**src/rtl/hazard_ctrl_pkg.sv**
```systemverilog
// Shared types for the pipeline hazard controller: FSM states, the
// enable/flush bundle driven into the pipeline registers, and helpers.
package hazard_ctrl_pkg;

    typedef enum logic [1:0] {
        RUN      = 2'd0,
        MEM_WAIT = 2'd1,
        FAULT    = 2'd2
    } hazard_state_t;

    localparam logic [2:0] REG_ZERO   = 3'd0;
    localparam int         WAIT_CNT_W = 8;

    typedef logic [WAIT_CNT_W-1:0] wait_cnt_t;

    typedef struct packed {
        logic pc_enable;
        logic if_id_enable;
        logic if_id_flush;
        logic id_ex_enable;
        logic id_ex_flush;
        logic ex_mem_enable;
        logic mem_wb_enable;
    } pipe_ctrl_t;

    localparam pipe_ctrl_t CTRL_FREEZE = '0;

    // Normal flow: every stage advances, nothing is squashed.
    function automatic pipe_ctrl_t ctrl_run();
        pipe_ctrl_t c;
        c               = '0;
        c.pc_enable     = 1'b1;
        c.if_id_enable  = 1'b1;
        c.id_ex_enable  = 1'b1;
        c.ex_mem_enable = 1'b1;
        c.mem_wb_enable = 1'b1;
        return c;
    endfunction

endpackage

```
**src/rtl/pipeline_hazard_controller_if.sv**
```systemverilog
// Hazard-controller bus: pipeline status in, stage enables/flushes out.
// Stall_Count exists only when HAZARD_STALL_CNT_EN is defined.
interface pipeline_hazard_controller_if
`ifdef HAZARD_STALL_CNT_EN
    #(parameter int STALL_CNT_W = 16)
`endif
    ;

    logic [2:0] ID_Rs;
    logic [2:0] ID_Rt;
    logic       ID_Uses_Rt;
    logic       ID_Jump;
    logic       EX_Mem_Read;
    logic       EX_Reg_Write;
    logic [2:0] EX_Write_Reg;
    logic       EX_Branch_Taken;
    logic       Mem_Req;
    logic       Mem_Ready;

    logic       PC_Enable;
    logic       IF_ID_Enable;
    logic       IF_ID_Flush;
    logic       ID_EX_Enable;
    logic       ID_EX_Flush;
    logic       EX_MEM_Enable;
    logic       MEM_WB_Enable;
    logic       Mem_Timeout;
`ifdef HAZARD_STALL_CNT_EN
    logic [STALL_CNT_W-1:0] Stall_Count;
`endif

    // Master is the pipeline datapath, slave is the hazard controller.
    modport master (
`ifdef HAZARD_STALL_CNT_EN
        input  Stall_Count,
`endif
        output ID_Rs, ID_Rt, ID_Uses_Rt, ID_Jump,
        output EX_Mem_Read, EX_Reg_Write, EX_Write_Reg, EX_Branch_Taken,
        output Mem_Req, Mem_Ready,
        input  PC_Enable, IF_ID_Enable, IF_ID_Flush, ID_EX_Enable,
        input  ID_EX_Flush, EX_MEM_Enable, MEM_WB_Enable, Mem_Timeout
    );

    modport slave (
`ifdef HAZARD_STALL_CNT_EN
        output Stall_Count,
`endif
        input  ID_Rs, ID_Rt, ID_Uses_Rt, ID_Jump,
        input  EX_Mem_Read, EX_Reg_Write, EX_Write_Reg, EX_Branch_Taken,
        input  Mem_Req, Mem_Ready,
        output PC_Enable, IF_ID_Enable, IF_ID_Flush, ID_EX_Enable,
        output ID_EX_Flush, EX_MEM_Enable, MEM_WB_Enable, Mem_Timeout
    );

endinterface

```
**src/rtl/pipeline_hazard_controller_load_use_detect.sv**
```systemverilog
// Combinational load-use comparator: a LW in EX writing a register that the
// ID instruction reads. Kept standalone so the forwarding unit can reuse it.
module load_use_detect
    import hazard_ctrl_pkg::*;
(
    input  logic       ex_mem_read,
    input  logic       ex_reg_write,
    input  logic [2:0] ex_write_reg,
    input  logic [2:0] id_rs,
    input  logic [2:0] id_rt,
    input  logic       id_uses_rt,
    output logic       hazard
);

    logic rs_match;
    logic rt_match;

    assign rs_match = (id_rs == ex_write_reg);
    assign rt_match = id_uses_rt && (id_rt == ex_write_reg);

    // r0 is hardwired to zero, so a load into it never creates a dependency.
    assign hazard = ex_mem_read && ex_reg_write &&
                    (ex_write_reg != REG_ZERO) && (rs_match || rt_match);

endmodule

```
**src/rtl/pipeline_hazard_controller.sv**
```systemverilog
// Central stall/flush sequencer for the 5-stage pipeline, with a memory
// wait-state watchdog. Optional stall counter: define HAZARD_STALL_CNT_EN.
module pipeline_hazard_controller
    import hazard_ctrl_pkg::*;
#(
    parameter int MEM_WAIT_MAX = 15
`ifdef HAZARD_STALL_CNT_EN
    ,
    parameter int STALL_CNT_W  = 16
`endif
)
(
    input logic                         clk,
    input logic                         Rst_N,
    pipeline_hazard_controller_if.slave bus
);

    hazard_state_t state;
    hazard_state_t next_state;
    wait_cnt_t     wait_cnt;
    wait_cnt_t     next_wait_cnt;
    logic          timeout_q;
    logic          next_timeout;
    logic          load_use;
    pipe_ctrl_t    ctrl;

    load_use_detect u_load_use_detect (
        .ex_mem_read  (bus.EX_Mem_Read),
        .ex_reg_write (bus.EX_Reg_Write),
        .ex_write_reg (bus.EX_Write_Reg),
        .id_rs        (bus.ID_Rs),
        .id_rt        (bus.ID_Rt),
        .id_uses_rt   (bus.ID_Uses_Rt),
        .hazard       (load_use)
    );

    always_ff @(posedge clk or negedge Rst_N) begin
        if (!Rst_N) begin
            state     <= RUN;
            wait_cnt  <= '0;
            timeout_q <= 1'b0;
        end else begin
            state     <= next_state;
            wait_cnt  <= next_wait_cnt;
            timeout_q <= next_timeout;
        end
    end

    // In RUN a stalled memory access outranks everything, since nothing may
    // move while MEM is blocked; a taken branch then squashes ID, which makes
    // any load-use or jump decode in ID irrelevant.
    always_comb begin
        next_state    = state;
        next_wait_cnt = wait_cnt;
        next_timeout  = timeout_q;
        ctrl          = CTRL_FREEZE;

        unique case (state)
            RUN: begin
                if (bus.Mem_Req && !bus.Mem_Ready) begin
                    next_state    = MEM_WAIT;
                    next_wait_cnt = wait_cnt_t'(1);
                end else if (bus.EX_Branch_Taken) begin
                    ctrl             = ctrl_run();
                    ctrl.if_id_flush = 1'b1;
                    ctrl.id_ex_flush = 1'b1;
                end else if (load_use) begin
                    ctrl              = ctrl_run();
                    ctrl.pc_enable    = 1'b0;
                    ctrl.if_id_enable = 1'b0;
                    ctrl.id_ex_flush  = 1'b1;
                end else if (bus.ID_Jump) begin
                    ctrl             = ctrl_run();
                    ctrl.if_id_flush = 1'b1;
                end else begin
                    ctrl = ctrl_run();
                end
            end

            // Hazards seen while frozen stay in their registers and are
            // decoded again on the first RUN cycle after release.
            MEM_WAIT: begin
                if (bus.Mem_Ready) begin
                    ctrl          = ctrl_run();
                    next_state    = RUN;
                    next_wait_cnt = '0;
                end else if (wait_cnt == wait_cnt_t'(MEM_WAIT_MAX)) begin
                    next_state   = FAULT;
                    next_timeout = 1'b1;
                end else if (wait_cnt != '1) begin
                    next_wait_cnt = wait_cnt + wait_cnt_t'(1);
                end
            end

            FAULT: begin
                next_timeout = 1'b1;
            end

            default: begin
                next_state    = RUN;
                next_wait_cnt = '0;
            end
        endcase

        if (!Rst_N) begin
            ctrl = CTRL_FREEZE;
        end
    end

    assign bus.PC_Enable     = ctrl.pc_enable;
    assign bus.IF_ID_Enable  = ctrl.if_id_enable;
    assign bus.IF_ID_Flush   = ctrl.if_id_flush;
    assign bus.ID_EX_Enable  = ctrl.id_ex_enable;
    assign bus.ID_EX_Flush   = ctrl.id_ex_flush;
    assign bus.EX_MEM_Enable = ctrl.ex_mem_enable;
    assign bus.MEM_WB_Enable = ctrl.mem_wb_enable;
    assign bus.Mem_Timeout   = timeout_q;

`ifdef HAZARD_STALL_CNT_EN
    logic [STALL_CNT_W-1:0] stall_cnt;

    // Cycles lost to a held PC, excluding time parked in FAULT.
    always_ff @(posedge clk or negedge Rst_N) begin
        if (!Rst_N) begin
            stall_cnt <= '0;
        end else if (!ctrl.pc_enable && (state != FAULT) && (stall_cnt != '1)) begin
            stall_cnt <= stall_cnt + STALL_CNT_W'(1);
        end
    end

    assign bus.Stall_Count = stall_cnt;
`endif

endmodule

```
**src/flat_wrapper.sv**
```systemverilog
// flat-port wrapper written by rule: the top's interface ports become plain ports
module pipeline_hazard_controller_flat import hazard_ctrl_pkg::*;
#(
    parameter int MEM_WAIT_MAX = 15

)
  (clk, Rst_N, bus_ID_Rs, bus_ID_Rt, bus_ID_Uses_Rt, bus_ID_Jump, bus_EX_Mem_Read, bus_EX_Reg_Write, bus_EX_Write_Reg, bus_EX_Branch_Taken, bus_Mem_Req, bus_Mem_Ready, bus_PC_Enable, bus_IF_ID_Enable, bus_IF_ID_Flush, bus_ID_EX_Enable, bus_ID_EX_Flush, bus_EX_MEM_Enable, bus_MEM_WB_Enable, bus_Mem_Timeout);
  pipeline_hazard_controller_if bus_i ();
  input logic clk;
  input logic Rst_N;
  input wire logic [$bits(bus_i.ID_Rs)-1:0] bus_ID_Rs;
  input wire logic [$bits(bus_i.ID_Rt)-1:0] bus_ID_Rt;
  input wire logic [$bits(bus_i.ID_Uses_Rt)-1:0] bus_ID_Uses_Rt;
  input wire logic [$bits(bus_i.ID_Jump)-1:0] bus_ID_Jump;
  input wire logic [$bits(bus_i.EX_Mem_Read)-1:0] bus_EX_Mem_Read;
  input wire logic [$bits(bus_i.EX_Reg_Write)-1:0] bus_EX_Reg_Write;
  input wire logic [$bits(bus_i.EX_Write_Reg)-1:0] bus_EX_Write_Reg;
  input wire logic [$bits(bus_i.EX_Branch_Taken)-1:0] bus_EX_Branch_Taken;
  input wire logic [$bits(bus_i.Mem_Req)-1:0] bus_Mem_Req;
  input wire logic [$bits(bus_i.Mem_Ready)-1:0] bus_Mem_Ready;
  output wire logic [$bits(bus_i.PC_Enable)-1:0] bus_PC_Enable;
  output wire logic [$bits(bus_i.IF_ID_Enable)-1:0] bus_IF_ID_Enable;
  output wire logic [$bits(bus_i.IF_ID_Flush)-1:0] bus_IF_ID_Flush;
  output wire logic [$bits(bus_i.ID_EX_Enable)-1:0] bus_ID_EX_Enable;
  output wire logic [$bits(bus_i.ID_EX_Flush)-1:0] bus_ID_EX_Flush;
  output wire logic [$bits(bus_i.EX_MEM_Enable)-1:0] bus_EX_MEM_Enable;
  output wire logic [$bits(bus_i.MEM_WB_Enable)-1:0] bus_MEM_WB_Enable;
  output wire logic [$bits(bus_i.Mem_Timeout)-1:0] bus_Mem_Timeout;
  assign bus_i.ID_Rs = bus_ID_Rs;
  assign bus_i.ID_Rt = bus_ID_Rt;
  assign bus_i.ID_Uses_Rt = bus_ID_Uses_Rt;
  assign bus_i.ID_Jump = bus_ID_Jump;
  assign bus_i.EX_Mem_Read = bus_EX_Mem_Read;
  assign bus_i.EX_Reg_Write = bus_EX_Reg_Write;
  assign bus_i.EX_Write_Reg = bus_EX_Write_Reg;
  assign bus_i.EX_Branch_Taken = bus_EX_Branch_Taken;
  assign bus_i.Mem_Req = bus_Mem_Req;
  assign bus_i.Mem_Ready = bus_Mem_Ready;
  assign bus_PC_Enable = bus_i.PC_Enable;
  assign bus_IF_ID_Enable = bus_i.IF_ID_Enable;
  assign bus_IF_ID_Flush = bus_i.IF_ID_Flush;
  assign bus_ID_EX_Enable = bus_i.ID_EX_Enable;
  assign bus_ID_EX_Flush = bus_i.ID_EX_Flush;
  assign bus_EX_MEM_Enable = bus_i.EX_MEM_Enable;
  assign bus_MEM_WB_Enable = bus_i.MEM_WB_Enable;
  assign bus_Mem_Timeout = bus_i.Mem_Timeout;
  pipeline_hazard_controller #(.MEM_WAIT_MAX(MEM_WAIT_MAX)) u_core (.clk(clk), .Rst_N(Rst_N), .bus(bus_i));
endmodule
```
**config.mk**
```make
export PLATFORM = sky130hd
export DESIGN_NAME = pipeline_hazard_controller_flat
export DESIGN_NICKNAME = d
export VERILOG_FILES = /design/src/rtl/hazard_ctrl_pkg.sv /design/src/rtl/pipeline_hazard_controller_if.sv /design/src/rtl/pipeline_hazard_controller_load_use_detect.sv /design/src/rtl/pipeline_hazard_controller.sv /design/src/flat_wrapper.sv
export SDC_FILE = /design/constraint.sdc
export NUM_CORES = 1
export LEC_CHECK = 0
export ABC_CLOCK_PERIOD_IN_PS = 2760
export CORE_MARGIN = 1
export CORE_UTILIZATION = 25
export CTS_BUF_LIST = sky130_fd_sc_hd__clkbuf_8
export DETAILED_ROUTE_END_ITERATION = 8
export REMOVE_ABC_BUFFERS = 1
export SYNTH_ARGS = -nofsm -noshare
export SYNTH_HDL_FRONTEND = slang
export SYNTH_SLANG_ARGS = --single-unit
```
**constraint.sdc**
```tcl
create_clock -name clk -period 2.76 [get_ports clk]
set_input_delay 0.414 -clock clk [delete_from_list [all_inputs] [get_ports clk]]
set_output_delay 0.414 -clock clk [all_outputs]
set_load 0.01 [all_outputs]
```
# Word-level counts from Yosys, hierarchy flattened

Cells that the tools add are included.

Register bits after elaboration: 11
Bits of input ports: 18
Output and inout bits: 8
Logic and storage cells: 49

Add/sub/neg operators: 1
Equality and inequality tests: 12
Multiplexer cells: 19
Bitwise logic cells: 1
Reductions and logical operators: 13

Operators with widths:

| operator                                             | number |
|---|---|
| two-way mux 7 bit                                    | 5 |
| two-way mux 8 bit                                    | 4 |
| one-hot mux 8 bit (3 select lines)                   | 1 |
| one-hot mux 7 bit (2 select lines)                   | 1 |
| adder 8 x 1 -> 8 bit (second input constant)         | 1 |
| equality test 8 x 4 -> 1 bit (second input constant) | 1 |
| != test 8 bit (second input constant)                | 1 |
| equality test 3 bit                                  | 2 |
| two-way mux 2 bit                                    | 3 |
| != test 3 x 2 -> 1 bit (second input constant)       | 2 |
| one-hot mux 2 bit (3 select lines)                   | 1 |
| AND reduction 3 bit                                  | 2 |
| logical AND 1 bit                                    | 5 |
| two-way mux 5 bit                                    | 1 |
| != test 2 x 1 -> 1 bit (second input constant)       | 2 |
| AND reduction 4 bit                                  | 1 |
| != test 3 bit (second input constant)                | 1 |
| nonzero test 3 bit                                   | 1 |
| equality test 2 x 1 -> 1 bit (second input constant) | 1 |
| equality test 2 bit (second input constant)          | 1 |
| zero test 2 bit                                      | 1 |
| two-way mux 1 bit                                    | 2 |
| != test 2 bit (second input constant)                | 1 |
| one-hot mux 1 bit (2 select lines)                   | 1 |
| other kinds (4)                                      | 4 |

# Longest topological paths before layout

Gate-level depths: netlist of run 1.

Depth in word-level cells: 9
Mapped depth: 6
Gate-level depth less buffers: 5

# By module

A second synthesis of run 1 with hierarchy kept.

Cell total of the unflattened synthesis: 94
Area total of the unflattened synthesis: 795.8 um2

Modules (own cells, without submodules):

| module                     | instances | cells an instance | area each (um2) |
|---|---|---|---|
| pipeline_hazard_controller | 1         | 84                | 718.2 |
| load_use_detect            | 1         | 10                | 77.6 |

# Least setup slack after synthesis of run 1

OpenSTA, ideal clock, no wires.

Kind: input to output
Start: in bus_EX_Write_Reg[1]
End: out bus_PC_Enable
Arrival: 1.545 ns
Required time: 2.346 ns
Slack: 0.801 ns
Cell stages on the path: 4
Buffers on the path: 1
Path through: o311ai_0 a311oi_1 a21boi_0 buf_4

Longest elaborated chain between the ends: 9
Elaborated cells on any way between the ends: 12
Classes of those cells: 2 x eq/ne; 5 x mux; 5 x reduce/logical

Ends and longest elaborated chain:

| what                                   | line                                             | text |
|---|---|---|
| start: declaration                     | flat_wrapper.sv:17                               | `input wire logic [$bits(bus_i.EX_Write_Reg)-1:0] bus_EX_Write_Reg;` |
| equality test 3 bit                    | pipeline_hazard_controller_load_use_detect.sv:19 | `assign rt_match = id_uses_rt && (id_rt == ex_write_reg);` |
| logical AND 1 bit                      | pipeline_hazard_controller_load_use_detect.sv:19 |  |
| logical OR 1 bit                       | pipeline_hazard_controller_load_use_detect.sv:23 | `(ex_write_reg != REG_ZERO) && (rs_match \|\| rt_match);` |
| logical AND 1 bit (*)                  | pipeline_hazard_controller_load_use_detect.sv:23 |  |
| two-way mux 7 bit (*)                  | pipeline_hazard_controller.sv:67                 | `end else if (load_use) begin` |
| two-way mux 7 bit (*)                  | pipeline_hazard_controller.sv:63                 | `end else if (bus.EX_Branch_Taken) begin` |
| two-way mux 7 bit (*)                  | pipeline_hazard_controller.sv:60                 | `if (bus.Mem_Req && !bus.Mem_Ready) begin` |
| one-hot mux 7 bit (2 select lines) (*) | pipeline_hazard_controller.sv:58                 | `unique case (state)` |
| two-way mux 7 bit (*)                  | pipeline_hazard_controller.sv:105                | `if (!Rst_N) begin` |
| end: declaration                       | flat_wrapper.sv:21                               | `output wire logic [$bits(bus_i.PC_Enable)-1:0] bus_PC_Enable;` |

Mark *: on every way between the ends. The rest lies on a longest branch, timed or not.

# Final worst setup path of run 1

Start: in bus_EX_Write_Reg[1]
End: out bus_ID_EX_Flush

Longest elaborated chain between the ends: 9
Elaborated cells on any way between the ends: 12
Classes of those cells: 2 x eq/ne; 5 x mux; 5 x reduce/logical

Ends and longest elaborated chain:

| what                                   | line                                             | text |
|---|---|---|
| equality test 3 bit                    | pipeline_hazard_controller_load_use_detect.sv:19 |  |
| logical AND 1 bit                      | pipeline_hazard_controller_load_use_detect.sv:19 |  |
| logical OR 1 bit                       | pipeline_hazard_controller_load_use_detect.sv:23 |  |
| logical AND 1 bit (*)                  | pipeline_hazard_controller_load_use_detect.sv:23 |  |
| two-way mux 7 bit (*)                  | pipeline_hazard_controller.sv:67                 |  |
| two-way mux 7 bit (*)                  | pipeline_hazard_controller.sv:63                 |  |
| two-way mux 7 bit (*)                  | pipeline_hazard_controller.sv:60                 |  |
| one-hot mux 7 bit (2 select lines) (*) | pipeline_hazard_controller.sv:58                 |  |
| two-way mux 7 bit (*)                  | pipeline_hazard_controller.sv:105                |  |
| end: declaration                       | flat_wrapper.sv:25                               | `output wire logic [$bits(bus_i.ID_EX_Flush)-1:0] bus_ID_EX_Flush;` |

Marks and branches as above.

==> insert_results.sql, run 1 <==
INSERT INTO impl_metrics (metric_group, metric, value, unit) VALUES
('run_status', 'run_status', 'finished, final reports clean', ''),
('cts', 'cts_buffer_depth', '2', ''),
('cells_and_area', 'area.growth.synth_to_final', '46.2', '%'),
('power', 'leakage', '0.442', 'nW'),
('power', 'pwr-share-clk', '35.9', '%'),
('logic_synthesis', 'synthCells', '90', ''),
('timing', 'finClkSkew', '0.000838', 'ns'),
('logic_synthesis', 'syn_area_per_cell', '8.76', 'um^2'),
('global_routing', 'global_route.overflow_total', '0', ''),
('route', 'drt.antenna.violating_nets', '0', ''),
('route', 'first_pass_iters', '4', ''),
('power', 'share_seq_of_total_power', '40.5', '%'),
('floorplan', 'core_area', '3030', 'um^2'),
('power', 'combinational_share_of_power', '23.6', '%'),
('critical_path', 'r2r-end', 'u_core.wait_cnt[0]$_DFFE_PN0P_', ''),
('placed_design', 'gp_congestion', '0.822', ''),
('cts', 'postCtsSetupRepairBufs', '0', ''),
('logic_synthesis', 'seq_area_frac_synth', '34.9', '%'),
('logic_synthesis', 'netlist-cell-type-count', '39', ''),
('critical_path', 'worst_setup_path_end_kind', 'output pin', ''),
('cts', 'cts.sink_count', '11', ''),
('logic_synthesis', 'syn-cell-area', '788', 'um^2'),
('critical_path', 'r2r_start', 'u_core.wait_cnt[5]$_DFFE_PN0P_', ''),
('global_routing', 'antenna_violations_before_repair', '0', ''),
('cts', 'cts_tree', 'done', ''),
('timing', 'final.min_clock_period', '2.65', 'ns'),
('min_path', 'timing.hold.worst.class', 'flip-flop to flip-flop', ''),
('critical_path', 'crit_arrival', '2.24', 'ns'),
('critical_path', 'setup.reg_to_reg.worst_slack', '0.94', 'ns'),
('route', 'detail_route.drc_violations', '0', ''),
('timing', 'number_of_failing_hold_endpoints_at_the_final_stage', '0', ''),
('floorplan', 'rows', '20', ''),
('placed_design', 'dp_worst_slack', '0.102', 'ns'),
('cts', 'clk_pin_slew', '0.05', 'ns'),
('critical_path', 'critical_path_fanouts_max', '3', ''),
('job', 'maxCapViolCount', '0', ''),
('floorplan', 'floorplan.die.height', '58.2', 'um'),
('floorplan', 'width_of_the_chip', '58.2', 'um'),
('global_routing', 'grt_usage', '13.1', '%'),
('timing', 'grt_setup_unrepaired', 'false', ''),
('timing', 'slew_viol_final', '0', ''),
('cts', 'cts_resized', '0', ''),
('route', 'detailedRoute.firstIterationViolations', '19', ''),
('cells_and_area', 'nets', '141', ''),
('route', 'routed_wire_length', '2020', 'um'),
('power', 'totalPowerFinal', '0.000447', 'W'),
('timing', 'timing.final.crit_share', '96.1', '%'),
('cts', 'cts_inserted_buffers', '3', ''),
('power', 'power-per-cell-area', '388', 'nW/um^2'),
('critical_path', 'worst-endpoint-required', '2.35', 'ns'),
('route', 'route.detailed.vias_per_inst', '4.84', ''),
('timing', 'layout_setup_ws', '0.108', 'ns'),
('global_routing', 'global_route_wire_length_before_repair', '3350', 'um'),
('min_path', 'timing.hold.worst_endpoint', 'u_core.bus.Mem_Timeout$_DFFE_PN0P_', ''),
('timing', 'slew_headroom', '61.3', '%'),
('critical_path', 'cell_depth_of_the_worst_flop_to_flop_path', '4', ''),
('placed_design', 'detailedPlacementHpwl', '1510', 'um'),
('critical_path', 'worstSetupStartpoint', 'bus_EX_Write_Reg[1]', ''),
('logic_synthesis', 'ys.flop_type', 'sky130_fd_sc_hd__dfrtp_1', ''),
('placed_design', 'portBuffers', '25', ''),
('route', 'num_vias', '799', ''),
('min_path', 'timing.hold.worst.start', 'u_core.bus.Mem_Timeout$_DFFE_PN0P_', ''),
('route', 'drt-wirelength-per-cell', '12.3', 'um'),
('logic_synthesis', 'async_flop_share', '100', '%'),
('power', 'peakVddDrop', '0.326', 'mV'),
('cells_and_area', 'antenna_cells_inserted', '0', ''),
('logic_synthesis', 'synth-edff-count', '0', ''),
('power', 'p_int', '0.000328', 'W'),
('floorplan', 'design.die.area', '3380', 'um^2'),
('critical_path', 'criticalPathCategory', 'input port to output pin', ''),
('floorplan', 'boundaryPins', '26', '');
## worst max-delay path, cell delays in order
cell and delay [ns]:
sky130_fd_sc_hd__clkdlybuf4s50_1 0.42, sky130_fd_sc_hd__buf_4 0.15, sky130_fd_sc_hd__xor2_1 0.15, sky130_fd_sc_hd__o31ai_1 0.38, sky130_fd_sc_hd__a22o_1 0.19, sky130_fd_sc_hd__clkdlybuf4s50_1 0.53
## registers in the layout (all words and copies together), names as in the netlist
register / cells
u_core.wait_cnt: 8
u_core.state: 2
u_core.bus.Mem_Timeout: 1
## cell usage in the layout (no fill, tap or decap), drive strengths merged, types with 2 or more instances in the layout
cell type / netlist / routed
a21oi: 8 / 8
buf: 5 / 7
clkbuf: 0 / 3
clkdlybuf4s50: 0 / 25
dfrtp: 11 / 11
inv: 5 / 6
nand2: 6 / 6
nand3: 3 / 3
nand4: 4 / 4
nor2: 5 / 5
nor3: 2 / 2
nor4: 3 / 3
o21ai: 10 / 10
o311ai: 3 / 3
or4: 2 / 2
xnor2: 3 / 3
xor2: 3 / 3
## routing by layer
layer / GRT usage (%) / routed length [um] / up-vias
li1: - / - / 400
met1: 16.2 / 913 / 350
met2: 20.5 / 866 / 44
met3: 3.35 / 199 / 5
met4: 7.48 / 42 / 0
met5: 0 / 0 / -
## power by group through the flow
stage	Clock [W]	Sequential, W	Combinational, W
2_1_floorplan	0	0.000180	0.0000429
3_3_place_gp	0	0.000183	0.000102
3_5_place_dp	0	0.000183	0.000105
4_1_cts	0.000163	0.000180	0.000106
5_1_grt	0.000171	0.000183	0.000118
6_report	0.000161	0.000181	0.000105
## Yosys cell counts, types with 2 or more instances
cell,instances,area (um^2)
sky130_fd_sc_hd__xor2_1,3,26.3
sky130_fd_sc_hd__nor3_1,2,10.0
sky130_fd_sc_hd__o311ai_0,2,17.5
sky130_fd_sc_hd__o21ai_0,7,35.0
sky130_fd_sc_hd__nand3_1,3,15.0
sky130_fd_sc_hd__buf_4,3,22.5
sky130_fd_sc_hd__xnor2_1,3,26.3
sky130_fd_sc_hd__nand2_1,6,22.5
sky130_fd_sc_hd__o21ai_1,2,10.0
sky130_fd_sc_hd__nand4_1,4,25.0
sky130_fd_sc_hd__inv_1,5,18.8
sky130_fd_sc_hd__nor4_1,3,18.8
sky130_fd_sc_hd__nor2_1,5,18.8
sky130_fd_sc_hd__a21oi_1,7,35.0
sky130_fd_sc_hd__dfrtp_1,11,275
## logic make-up after synthesis
kind of cell	synth area share, %
adder cells (fa/ha/maj)	1.59
buffers and inverters	7.30
XOR/XNOR	6.67
AND/OR/NAND/NOR	24.4
AO/OA/AOI/OAI	25.1
flip-flops	34.9
## area by class of cell
| cell class | count | area (um^2) | area share, % |
|---|---|---|---|
| multi-input cells | 69 | 455 | 39.5 |
| repair buffers | 32 | 303 | 26.3 |
| flip-flops and latches | 11 | 275 | 23.9 |
| well taps | 44 | 55.1 | 4.78 |
| clock buffers | 3 | 41.3 | 3.58 |
| inverters | 5 | 18.8 | 1.63 |
| clock inverters | 1 | 3.75 | 0.326 |
## worst max-delay path by stage
stage | slack, ns | to
2_1_floorplan | 0.70 | bus_IF_ID_Enable
3_5_place_dp | 0.10 | bus_ID_EX_Flush
3_3_place_gp | 0.06 | bus_PC_Enable
6_report | 0.11 | bus_ID_EX_Flush
5_1_grt | 0.01 | bus_IF_ID_Enable
4_1_cts | 0.09 | bus_PC_Enable
## through the flow
stage	hold slack, ns	utilization (%)	cell area (um^2)	std cells
global route	0.486	38.1	1150	165
CTS	0.485	38.1	1150	165
floorplan	0.118	-	749	85
detailed placement	0.474	36.6	1110	161
global placement	0.466	36.6	1110	161
finish	0.472	38.1	1150	165
Power figures use the tool's default switching activity.
==> run 2: changes to the inputs <==
--- a/config.mk
+++ b/config.mk
@@ -14,3 +14,4 @@
 export SYNTH_ARGS = -nofsm -noshare
 export SYNTH_HDL_FRONTEND = slang
 export SYNTH_SLANG_ARGS = --single-unit
+export TNS_END_PERCENT = 1
==> results of run 2 <==
Final layout, timing and power as in run 1 (identical DEF).
==> RTL change, RTL diff (flow settings as in run 2) <==
Set the package constant `WAIT_CNT_W` to 7 (it was 8).
--- a/src/rtl/hazard_ctrl_pkg.sv
+++ b/src/rtl/hazard_ctrl_pkg.sv
@@ -11,3 +11,3 @@
     localparam logic [2:0] REG_ZERO   = 3'd0;
-    localparam int         WAIT_CNT_W = 8;
+    localparam int         WAIT_CNT_W = 7;
 
Function: same outputs for any inputs over 10 cycles, from zero or initial values and one cycle with Rst_N low; that may be too few to reach the edited logic, so the function may still have changed.
==> RTL change against run 2 <==
- sequential cell count down 1
- power down 0.87%
- maximum frequency up 2.8%
- setup slack better by 0.072 ns
- wire length down 16%
- design area down 8.3%
- register-to-register slack better by 0.21 ns
- synthesized cell count down 11%
- global-route usage down 1.0 points
- area after synthesis down 9.0%
- critical path type unchanged
- critical endpoint unchanged
==> RTL change: results (changes against run 2) <==
| Metric | Value |
|---|---|
| Outcome | `finished clean` |
| Vias in the first global route | `700 (-10%)` |
| M1 GR Usage | `13.2% (-3.0 points)` |
| Synth top area cells | `dfrtp_1, a21oi_1, nor2_1` |
| DP Wirelength | `1340 um (-11%)` |
| Max reg flops | `7 (-1)` |
| Clock Pin Slew Worst Setup and Hold Paths | `0.05 ns (about the same)` |
| Worst r2r dst | `u_core.bus.Mem_Timeout$_DFFE_PN0P_` |
| Met2 Use GR | `21.2% (+0.64 points)` |
| Drt total wl | `1700 um (-16%)` |
| DR WL met3 | `134 um (-33%)` |
| Gr usage total | `12.0% (-1.0 points)` |
| Rel. slew slack | `72.0% (+11 points)` |
| Layout cell share with drive strength beyond 1 | `11.9% (-2.9 points)` |
| GRT met3 Usage | `4.45% (+1.1 points)` |
| Gpl congestion | `0.722 (-12%)` |
| Seq pwr | `0.162 mW (-10%)` |
| Worst r2r path cells | `5 (+1)` |
| First-pass GRT wire length | `2880 um (-14%)` |
| Leak | `0.426 nW (-3.5%)` |
| Post-layout net count | `129 (-8.5%)` |
| Final cell count without fillers | `140 (-15%)` |
| Gr ovfl total | `0 (unchanged)` |
| VDD IR max | `0.497 mV (+52%)` |
| Post-synthesis sequential area ratio | `34.9% (about the same)` |
| Max Freq | `0.388 GHz (+2.8%)` |
| Hold path start | `u_core.bus.Mem_Timeout$_DFFE_PN0P_` |
| Clock skew | `0.00388 ns (+0.00305 ns)` |
| Synth top cells by count | `dfrtp_1, nor2_1, a21oi_1, o21ai_0, nand2_1` |
| Critical Path AT | `2.17 ns (-0.07 ns)` |
| Drt pass-1 iters | `5 (+1)` |
| Sw Ratio | `24.6% (-2.0 points)` |
| Reg2reg start | `u_core.wait_cnt[0]$_DFFE_PN0P_` |
| Worst Path Max Fanout | `3 (unchanged)` |
| Routed length on met2 | `819 um (-5.4%)` |
| WL met1 | `728 um (-20%)` |
| DR vias | `734 (-8.1%)` |
| P_clk | `0.184 mW (+14%)` |
| Largest net degree at the start of global routing | `11 (-1)` |
| CTS max path bufs | `2 (unchanged)` |
| Dpl cell area | `1000 um^2 (-9.5%)` |
| Initial antenna violation count | `0 (unchanged)` |
| Netlist cell types | `34 (-13%)` |
| R2R setup slack | `1.15 ns (+0.21 ns)` |
| Gate count after technology mapping | `80 (-11%)` |
| Placement Setup Slack | `0.0781 ns (-0.0241 ns)` |
==> RTL change: cell types whose count changed in the layout (fill, tap and decap cells not counted), sizes merged, moves of 2 or more <==
cell    delta
inv        -3
a21o       +2
buf        -3
o311ai     -2
nand4      -2
or4        -2
nand2      -2
nor2       +3
o21ai      -5
==> RTL change: worst min path at each step <==
stage,cells after the start,slack (ns),end
6_report,1,0.47,u_core.bus.Mem_Timeout$_DFFE_PN0P_
5_1_grt,1,0.50,u_core.bus.Mem_Timeout$_DFFE_PN0P_
2_1_floorplan,0,0.12,u_core.bus.Mem_Timeout$_DFFE_PN0P_
3_5_place_dp,1,0.47,u_core.bus.Mem_Timeout$_DFFE_PN0P_
3_3_place_gp,1,0.46,u_core.bus.Mem_Timeout$_DFFE_PN0P_
4_1_cts,1,0.48,u_core.bus.Mem_Timeout$_DFFE_PN0P_
==> RTL change: logic make-up after synthesis <==
kind of cell / synth area share, %
buf+inv: 6.28
simple gates: 19.9
xor+xnor: 7.33
compound gates: 28.4
mux: 1.40
flops: 34.9
fa+ha+maj: 1.74
==> RTL change: metrics by stage <==
step / util (%) / hold WS, ns / power (mW)
finish: 38.7 / 0.475 / 0.443
global route: 38.7 / 0.495 / 0.470
CTS: 38.7 / 0.482 / 0.449
detailed placement: 36.7 / 0.470 / 0.262
global placement: 36.7 / 0.458 / 0.260
floorplan: - / 0.118 / 0.203
==> RTL change: area by class of cell <==
class	instances	area [um^2]
clock buffer	4	55.1
fill	270	1680
tap	31	38.8
timing repair buffer	29	280
sequential	10	250
inverter	3	11.3
multi-input combinational	63	422
==> RTL change: critical path: stages <==
cell and delay [ns]:
clkdlybuf4s50_1 0.47, xor2_1 0.19, o31ai_1 0.37, a22o_1 0.20
clkdlybuf4s50_1 0.53
